## src/rtl/pc_gen.sv

```systemverilog
// pc_gen: prioritised next-PC selection for the fetch stage, holding under
// handshake/load-use/misalign stalls and capturing redirects seen while stalled.
module pc_gen #(
  parameter int XLEN = 64,
  parameter logic [XLEN-1:0] RESET_VEC = XLEN'(64'h8000_0000),
  parameter int FETCH_BYTES = 4,
  parameter int IALIGN_BITS = 2,
  parameter int CNT_W = 16
) (
  input  logic            clk,
  input  logic            reset,
  input  logic            fetch_ready,
  input  logic            load_stall,
  input  logic            csr_flush,
  input  logic [XLEN-1:0] csr_target,
  input  logic            jump_flag,
  input  logic [XLEN-1:0] jump_target,
  input  logic            pred_taken,
  input  logic [XLEN-1:0] pred_target,
  output logic [XLEN-1:0] pc,
  output logic            fetch_valid,
  output logic [CNT_W-1:0] stall_cnt,
  output logic            redirect_pending,
  output logic            misalign
);
  localparam logic [1:0] CLS_NONE = 2'd0;
  localparam logic [1:0] CLS_JUMP = 2'd1;
  localparam logic [1:0] CLS_CSR  = 2'd2;
  logic [1:0]      r_pcls;
  logic [XLEN-1:0] r_ptgt;
  logic            w_hs;
  logic            w_hold;
  logic            w_capture;
  logic [1:0]      w_new_cls;
  logic [XLEN-1:0] w_new_tgt;
  logic [XLEN-1:0] w_pc_next;
  assign fetch_valid      = ~misalign;
  assign redirect_pending = (r_pcls != CLS_NONE);
  always_comb begin
    w_hs      = fetch_valid & ~fetch_ready;
    w_new_cls = csr_flush ? CLS_CSR : (jump_flag ? CLS_JUMP : CLS_NONE);
    w_new_tgt = csr_flush ? csr_target : jump_target;
    // a stored CSR redirect is never displaced by a later jump
    w_capture = w_hs & (w_new_cls != CLS_NONE) & (w_new_cls >= r_pcls);
    w_hold    = w_hs | ((w_new_cls == CLS_NONE) & (r_pcls == CLS_NONE) & (load_stall | misalign));
    w_pc_next = w_hold ? pc :
                (w_new_cls != CLS_NONE) ? w_new_tgt :
                (r_pcls != CLS_NONE) ? r_ptgt :
                pred_taken ? pred_target :
                pc + XLEN'(FETCH_BYTES);
  end
  always_ff @(posedge clk) begin
    if (reset) begin
      pc        <= RESET_VEC;
      misalign  <= 1'b0;
      stall_cnt <= '0;
      r_pcls    <= CLS_NONE;
      r_ptgt    <= '0;
    end else begin
      pc        <= w_pc_next;
      misalign  <= |w_pc_next[IALIGN_BITS-1:0];
      stall_cnt <= w_hold ? stall_cnt + CNT_W'(!(&stall_cnt)) : '0;
      r_pcls    <= w_capture ? w_new_cls : (w_hs ? r_pcls : CLS_NONE);
      r_ptgt    <= w_capture ? w_new_tgt : r_ptgt;
    end
  end
endmodule

```

## config.mk

```make
export PLATFORM = sky130hd
export DESIGN_NAME = pc_gen
export DESIGN_NICKNAME = d
export VERILOG_FILES = /design/src/rtl/pc_gen.sv
export SDC_FILE = /design/constraint.sdc
export NUM_CORES = 1
export LEC_CHECK = 0
export CORE_ASPECT_RATIO = 1.5
export CORE_UTILIZATION = 43
export DETAILED_ROUTE_END_ITERATION = 7
export PLACE_DENSITY = 0.79
export SYNTH_ARGS = -nofsm -noshare
export SYNTH_HDL_FRONTEND = slang
export SYNTH_SLANG_ARGS = --single-unit
```

## constraint.sdc

```tcl
create_clock -name clk -period 3.9 [get_ports clk]
set_clock_uncertainty 0.15 [all_clocks]
set_input_delay 1.17 -clock clk [delete_from_list [all_inputs] [get_ports clk]]
set_output_delay 1.17 -clock clk [all_outputs]
set_load 0.01 [all_outputs]
```

==> Flow_metrics.wiki, run 1 <==
{| class="wikitable"
! Metric !! Value
|-
| Outcome || complete, no violations
|-
| Worst VDD drop || 332 uV
|-
| Stages on worst setup path || 8
|-
| Area share of the largest cell type after synthesis || 33.3%
|-
| Initial antenna violation count || 1
|-
| Worst Path Required || 4.13 ns
|-
| Final hold violation count || 0
|-
| Synth cell types || 68
|-
| Post-synthesis sequential area ratio || 33.3%
|-
| Biggest area contributors in the synthesized netlist || dfxtp_1, a211oi_1, nor2_1, a21oi_1, o22ai_1
|-
| Net count of the mapped netlist || 1380
|-
| Count of buffers from port buffering || 281
|-
| Number of vias in the routed layout || 10700
|-
| Highest fanout seen on the critical path || 5
|-
| Ratio of final minimum period to clock period || 94.1%
|-
| Antenna viol nets, final || 0
|-
| Die X || 119 um
|-
| Final count of negative-setup-slack endpoints || 0
|-
| Area fraction in compound gates after synthesis || 31.2%
|-
| Drt drc || 0
|-
| CTS root buffer || clkbuf_16
|-
| Worst path max stage delay || 0.75 ns
|-
| Critical path's slowest cell || a311oi_1
|-
| Area of the placeable core || 0.0199 mm^2
|-
| Post-synthesis sequential element count || 147
|-
| Critical Path Start Type || input port
|-
| Total Wirelength || 35200 um
|-
| First-pass iteration count of the detailed router || 7
|-
| Most area-hungry cell type in the Yosys netlist || dfxtp_1
|-
| Share of synthesized cell area in and, or, nand and nor gates || 24.7%
|-
| Period minus WS final || 3.67 ns
|-
| Total congestion overflow after global routing || 0
|-
| Worst R2R Path Depth || 7
|-
| Count of flip-flops with a built-in enable after synthesis || 0
|-
| Floorplan die height || 178 um
|-
| Critical path, cell by cell || clkdlybuf4s50_1 > buf_4 > nor2_4 > a311oi_1 > nand2_1 > or4_1 > a21oi_1 > a21o_1
|-
| Hold slack || 0.344 ns
|-
| First-pass GRT wire length || 54000 um
|-
| Clock transition at the registers of the reported paths || 0.06 ns
|-
| Post-synth top cells || dfxtp_1, nor2_1, a21oi_1, a211oi_1, o21ai_0
|-
| RePlAce Congestion || 0.924
|-
| Number of setup buffers added after CTS || 0
|-
| Area Overhead vs Synth || 42.7%
|-
| Class of the most critical setup path || input port to register
|-
| Clk_lat worst skew || 0.44 ns
|-
| Detailed router's first-iteration violation count || 1053
|-
| Headroom to the max-slew limit || 35.8%
|-
| Fraction of registers with async set or reset after synthesis || 0%
|-
| Fraction of layout instances using a drive strength above 1 || 6.63%
|-
| H-tree level count || 4
|-
| Primary flip-flop cell chosen by synthesis mapping || dfxtp_1
|-
| Class of the most critical hold timing path || register to register
|-
| Number of ports placed on the die boundary || 282
|-
| Filler Cells Inserted || 1735
|-
| TritonCTS buffer count || 17
|-
| CTS-repair resized insts || 0
|-
| All-Layer GR Usage || 32.7%
|-
| Multiplexer share of the synthesized area || 1.61%
|-
| Avg Cell Area, Syn || 7.51 um^2
|-
| Instance count of the mapped netlist || 1176
|-
| Largest net degree at the start of global routing || 65
|-
| Number of stages on the worst hold path || 2
|-
| Count of synthesis-stage warnings from yosys || 0
|-
| Power per cell area || 394 mW/mm^2
|-
| Hold_buf cts || 0
|-
| Pre-CTS WS || 0.00561 ns
|-
| Post-Synth Adder-Cell Area || 0.708%
|-
| Slew of the pin with the lowest slew margin || 0.955 ns
|-
| Worst Slack Setup Final || 0.229 ns
|-
| Post-route total power || 4.97 mW
|-
| RSZ-0062 raised after global routing || false
|-
| Timing-limited maximum frequency || 0.272 GHz
|-
| Dominant combinational cell family by area after synthesis || compound AO/OA/AOI/OAI gates
|-
| Count leader, synth || dfxtp_1
|-
| # rows || 63
|-
| Vias in the first global route || 10400
|-
| Crit path buffers/inverters || 2
|-
| Slew Viols, Final || 0
|-
| Clock Sinks || 147
|-
| Max-cap violations || 0
|-
| Element type at the critical path end || register
|-
| Post-synthesis cell area || 0.00883 mm^2
|-
| Die area || 0.0211 mm^2
|-
| DR WL/cell || 20.8 um
|-
| Total number of nets in the final design || 1623
|-
| Routed via count divided by cell count || 6.32
|-
| Xor and xnor fraction of the mapped netlist area || 3.27%
|-
| Arrival time at the worst endpoint || 3.90 ns
|-
| LEAKAGE || 4.38 nW
|-
| Number of buffers on the longest clock path || 2
|-
| DP Wirelength || 24900 um
|-
| Initial Utilization || 44.3%
|-
| TritonCTS clock tree || done
|-
| Crit path max-delay family || compound AO/OA/AOI/OAI gates
|-
| Aggregate negative setup slack || 0 ns
|}
==> where the power goes <==
part	leakage [nW]	total [mW]	internal (mW)	switching (mW)
sequential	1.21	1.92	1.68	0.237
clock	0.276	1.63	0.969	0.657
combinational	2.90	1.42	0.703	0.719
==> per-layer routing <==
layer  up-vias  global-route usage [%]  wire length, um
met3       143                    5.33             2540
li1       4952                       -                -
met5         -                       0                0
met2       585                    57.2            17500
met4         0                    23.0             2070
met1      5028                    35.9            13100
==> through the flow <==
stage | std cells | util (%) | instance area, um^2
finish | 1693 | 63.2 | 12600
global route | 1693 | 63.2 | 12600
CTS | 1692 | 63.2 | 12600
detailed placement | 1660 | 60.3 | 12000
global placement | 1660 | 60.3 | 12000
floorplan | 1176 | - | 8840
==> path summary, 6_finish.rpt <==
check / start / to / slack (ns)
hold / removal: pc[1] / pc[1] / 0.34
setup / recovery: jump_flag / pc[50] / 0.23
setup reg to reg: pc[2] / pc[54] / 0.69
hold reg to reg: pc[1] / pc[1] / 0.34
==> area by class of cell <==
class,count,area [um^2],share of cell area [%]
multi-input combinational,910,5490,43.6
clock inverter,10,108,0.854
timing repair buffer,320,3190,25.3
clock buffer,22,464,3.68
inverter,23,86.3,0.685
sequential,147,2940,23.3
tap,260,325,2.58
antenna,1,2.50,0.0199
==> worst register-to-register path, cell delays in order (launching register included) <==
cell	delay, ns
dfxtp_1	0.47
ha_1	0.27
and4_1	0.29
nand4_1	0.21
or2_2	0.38
nor4_1	0.61
mux2_2	0.41
o311a_1	0.32
==> layout by cell type, fill, tap and decap left out, drive strengths merged, types with 9 or more instances in the layout <==
master / Yosys / final
dfxtp: 147 / 147
xnor2: 13 / 13
o211ai: 9 / 9
o21ai: 72 / 72
nand3: 40 / 40
clkbuf: 71 / 22
nand4: 31 / 31
clkdlybuf4s50: 0 / 279
nor2: 143 / 143
nand2b: 10 / 10
a211o: 9 / 9
and3: 15 / 15
inv: 23 / 23
o22ai: 62 / 62
nand3b: 13 / 13
or3: 14 / 14
and4: 14 / 14
buf: 25 / 41
nor4: 10 / 10
nand2: 70 / 70
mux2i: 12 / 12
a31oi: 10 / 10
a211oi: 88 / 88
nor3: 47 / 47
a21o: 9 / 9
a21oi: 91 / 91
xor2: 20 / 20
==> sequential cells by signal (all words and copies together), names as in the netlist <==
| register | count |
|---|---|
| misalign | 1 |
| stall_cnt | 16 |
| pc | 64 |
| r_pcls | 2 |
| r_ptgt | 64 |
==> cell families after synthesis <==
logic type,count (synthesis)
AOI/OAI and AO/OA,421
xor gates and xnor gates,33
adders and majority gates,5
buffers and inverters,119
DFF,147
muxes,14
and+or+nand+nor,437
(Power assumes the default switching activity.)
==> inputs of run 2 (changes only) <==
PLACE_DENSITY = 0.78   (was 0.79)
==> Flow_metrics.wiki, run 2 (same netlist as run 1, synthesis figures left out) <==
{| class="wikitable"
! Metric !! Value
|-
| Slew of the pin with the lowest slew margin || 0.847 ns (was 0.955 ns)
|-
| Max-cap violations || 0 (unchanged)
|-
| Detailed router's first-iteration violation count || 1030 (was 1053)
|-
| Slew Viols, Final || 0 (unchanged)
|-
| Initial Utilization || 44.3% (unchanged)
|-
| Number of vias in the routed layout || 10700 (unchanged)
|-
| Fraction of layout instances using a drive strength above 1 || 7.03% (was 6.63%)
|-
| First-pass GRT wire length || 54100 um (was 54000 um)
|-
| Number of setup buffers added after CTS || 0 (unchanged)
|-
| Ratio of final minimum period to clock period || 82.1% (was 94.1%)
|-
| Commonest non-fill, non-tap cell in the layout || clkdlybuf4s50_1 (unchanged)
|-
| Highest fanout seen on the critical path || 64 (was 5)
|-
| LEAKAGE || 4.43 nW (was 4.38 nW)
|-
| Area of combinational cells with multiple inputs || 0.00549 mm^2 (unchanged)
|-
| Largest net degree at the start of global routing || 68 (was 65)
|-
| Power per cell area || 401 mW/mm^2 (was 394 mW/mm^2)
|-
| Antenna viol nets, final || 0 (unchanged)
|-
| Clock transition at the registers of the reported paths || 0.06 ns (about the same)
|-
| Aggregate negative setup slack || 0 ns (unchanged)
|-
| CTS-repair resized insts || 0 (unchanged)
|-
| Class of the most critical hold timing path || register to register (unchanged)
|-
| Pre-CTS WS || 0.283 ns (was 0.00561 ns)
|-
| RePlAce Congestion || 0.976 (was 0.924)
|-
| Final standard cell area without fillers || 0.0127 mm^2 (was 0.0126 mm^2)
|-
| RSZ-0062 raised after global routing || false (unchanged)
|-
| Total number of nets in the final design || 1627 (was 1623)
|-
| Floorplan die height || 178 um (unchanged)
|-
| Filler Cells Inserted || 1740 (was 1735)
|-
| CTS root buffer || clkbuf_16 (unchanged)
|-
| DR WL/cell || 20.7 um (was 20.8 um)
|-
| Worst Slack Setup Final || 0.696 ns (was 0.229 ns)
|-
| Die area || 0.0211 mm^2 (unchanged)
|-
| All-Layer GR Usage || 32.7% (about the same)
|-
| Element type at the critical path end || register (unchanged)
|-
| Drt drc || 0 (unchanged)
|-
| Clock Sinks || 147 (unchanged)
|-
| TritonCTS buffer count || 17 (unchanged)
|-
| Initial antenna violation count || 1 (unchanged)
|-
| Period minus WS final || 3.20 ns (was 3.67 ns)
|-
| Headroom to the max-slew limit || 43.0% (was 35.8%)
|-
| Final hold violation count || 0 (unchanged)
|-
| Area Overhead vs Synth || 43.6% (was 42.7%)
|-
| H-tree level count || 4 (unchanged)
|-
| Total Wirelength || 35200 um (about the same)
|-
| Class of the most critical setup path || input port to register (unchanged)
|-
| First-pass iteration count of the detailed router || 6 (was 7)
|-
| Critical Path Start Type || input port (unchanged)
|-
| DP Wirelength || 24900 um (about the same)
|-
| Largest registers ranked by flip-flop count || pc x64, r_ptgt x64, stall_cnt x16 (unchanged)
|-
| Number of buffers on the longest clock path || 2 (unchanged)
|-
| Die X || 119 um (unchanged)
|-
| Final count of negative-setup-slack endpoints || 0 (unchanged)
|-
| Sequential cell area || 0.00294 mm^2 (unchanged)
|-
| Worst Path Required || 4.08 ns (was 4.13 ns)
|-
| Count of buffers from port buffering || 281 (unchanged)
|-
| TritonCTS clock tree || done (unchanged)
|-
| # rows || 63 (unchanged)
|-
| Top library cells by usage in the layout, fill and taps aside || clkdlybuf4s50_1, dfxtp_1, nor2_1 (unchanged)
|-
| Vias in the first global route || 10300 (was 10400)
|-
| Hold_buf cts || 0 (unchanged)
|-
| Number of ports placed on the die boundary || 282 (unchanged)
|-
| Dpl cell area || 0.0121 mm^2 (was 0.0120 mm^2)
|-
| Clk_lat worst skew || 0.43 ns (was 0.44 ns)
|-
| Timing-limited maximum frequency || 0.312 GHz (was 0.272 GHz)
|-
| Arrival time at the worst endpoint || 3.39 ns (was 3.90 ns)
|-
| Total congestion overflow after global routing || 0 (unchanged)
|-
| Outcome || complete, no violations (unchanged)
|-
| Area of the placeable core || 0.0199 mm^2 (unchanged)
|-
| Routed via count divided by cell count || 6.31 (was 6.32)
|-
| Worst VDD drop || 298 uV (was 332 uV)
|}
==> run 2: cell type report <==
cell class	instances	share of cell area (%)
sequential	147	23.2
antenna	1	0.0197
tap	260	2.56
clock buffer	23	3.93
timing repair buffer	324	25.3
inverter	23	0.680
multi-input combinational	910	43.3
clock inverter	9	0.986
==> run 2: power by group <==
| group | leakage (nW) | internal, mW | total, mW | switching [mW] |
|---|---|---|---|---|
| Combinational | 2.91 | 0.709 | 1.43 | 0.720 |
| Clock | 0.305 | 1.09 | 1.74 | 0.654 |
| Sequential | 1.21 | 1.68 | 1.91 | 0.235 |
==> run 2: final timing paths <==
kind | from | end | slack [ns] | depth (start not counted)
hold reg to reg | r_ptgt[19] | r_ptgt[19] | 0.35 | 2
hold / removal | r_ptgt[19] | r_ptgt[19] | 0.35 | 2
setup reg to reg | pc[2] | pc[54] | 0.76 | 7
setup / recovery | jump_flag | r_ptgt[30] | 0.70 | 11
==> run 2: critical path: stages <==
cell	delay, ns
clkdlybuf4s50_1	0.53
buf_4	0.17
nand2b_2	0.09
ha_1	0.28
nand2b_1	0.09
a21oi_1	0.06
buf_4	0.15
nor3_4	0.15
buf_12	0.34
nor2_1	0.07
a211oi_1	0.25
==> run 2: stage by stage <==
step	std cells	power, mW	hold slack [ns]	utilization (%)
floorplan	1176	2.59	0.310	-
global placement	1664	3.32	0.325	60.5
detailed placement	1664	3.34	0.337	60.5
CTS	1696	5.06	0.348	63.6
global route	1697	5.29	0.365	63.6
finish	1697	5.08	0.348	63.6
==> run 2: layer usage <==
metal	vias up	share of wire [%]	wire [um]	global-route usage, %
li1	4952	-	-	-
met1	5006	36	12800	36.5
met2	608	49	17400	57.1
met3	142	8.2	2900	5.46
met4	0	5.8	2050	21.3
met5	-	0	0	0
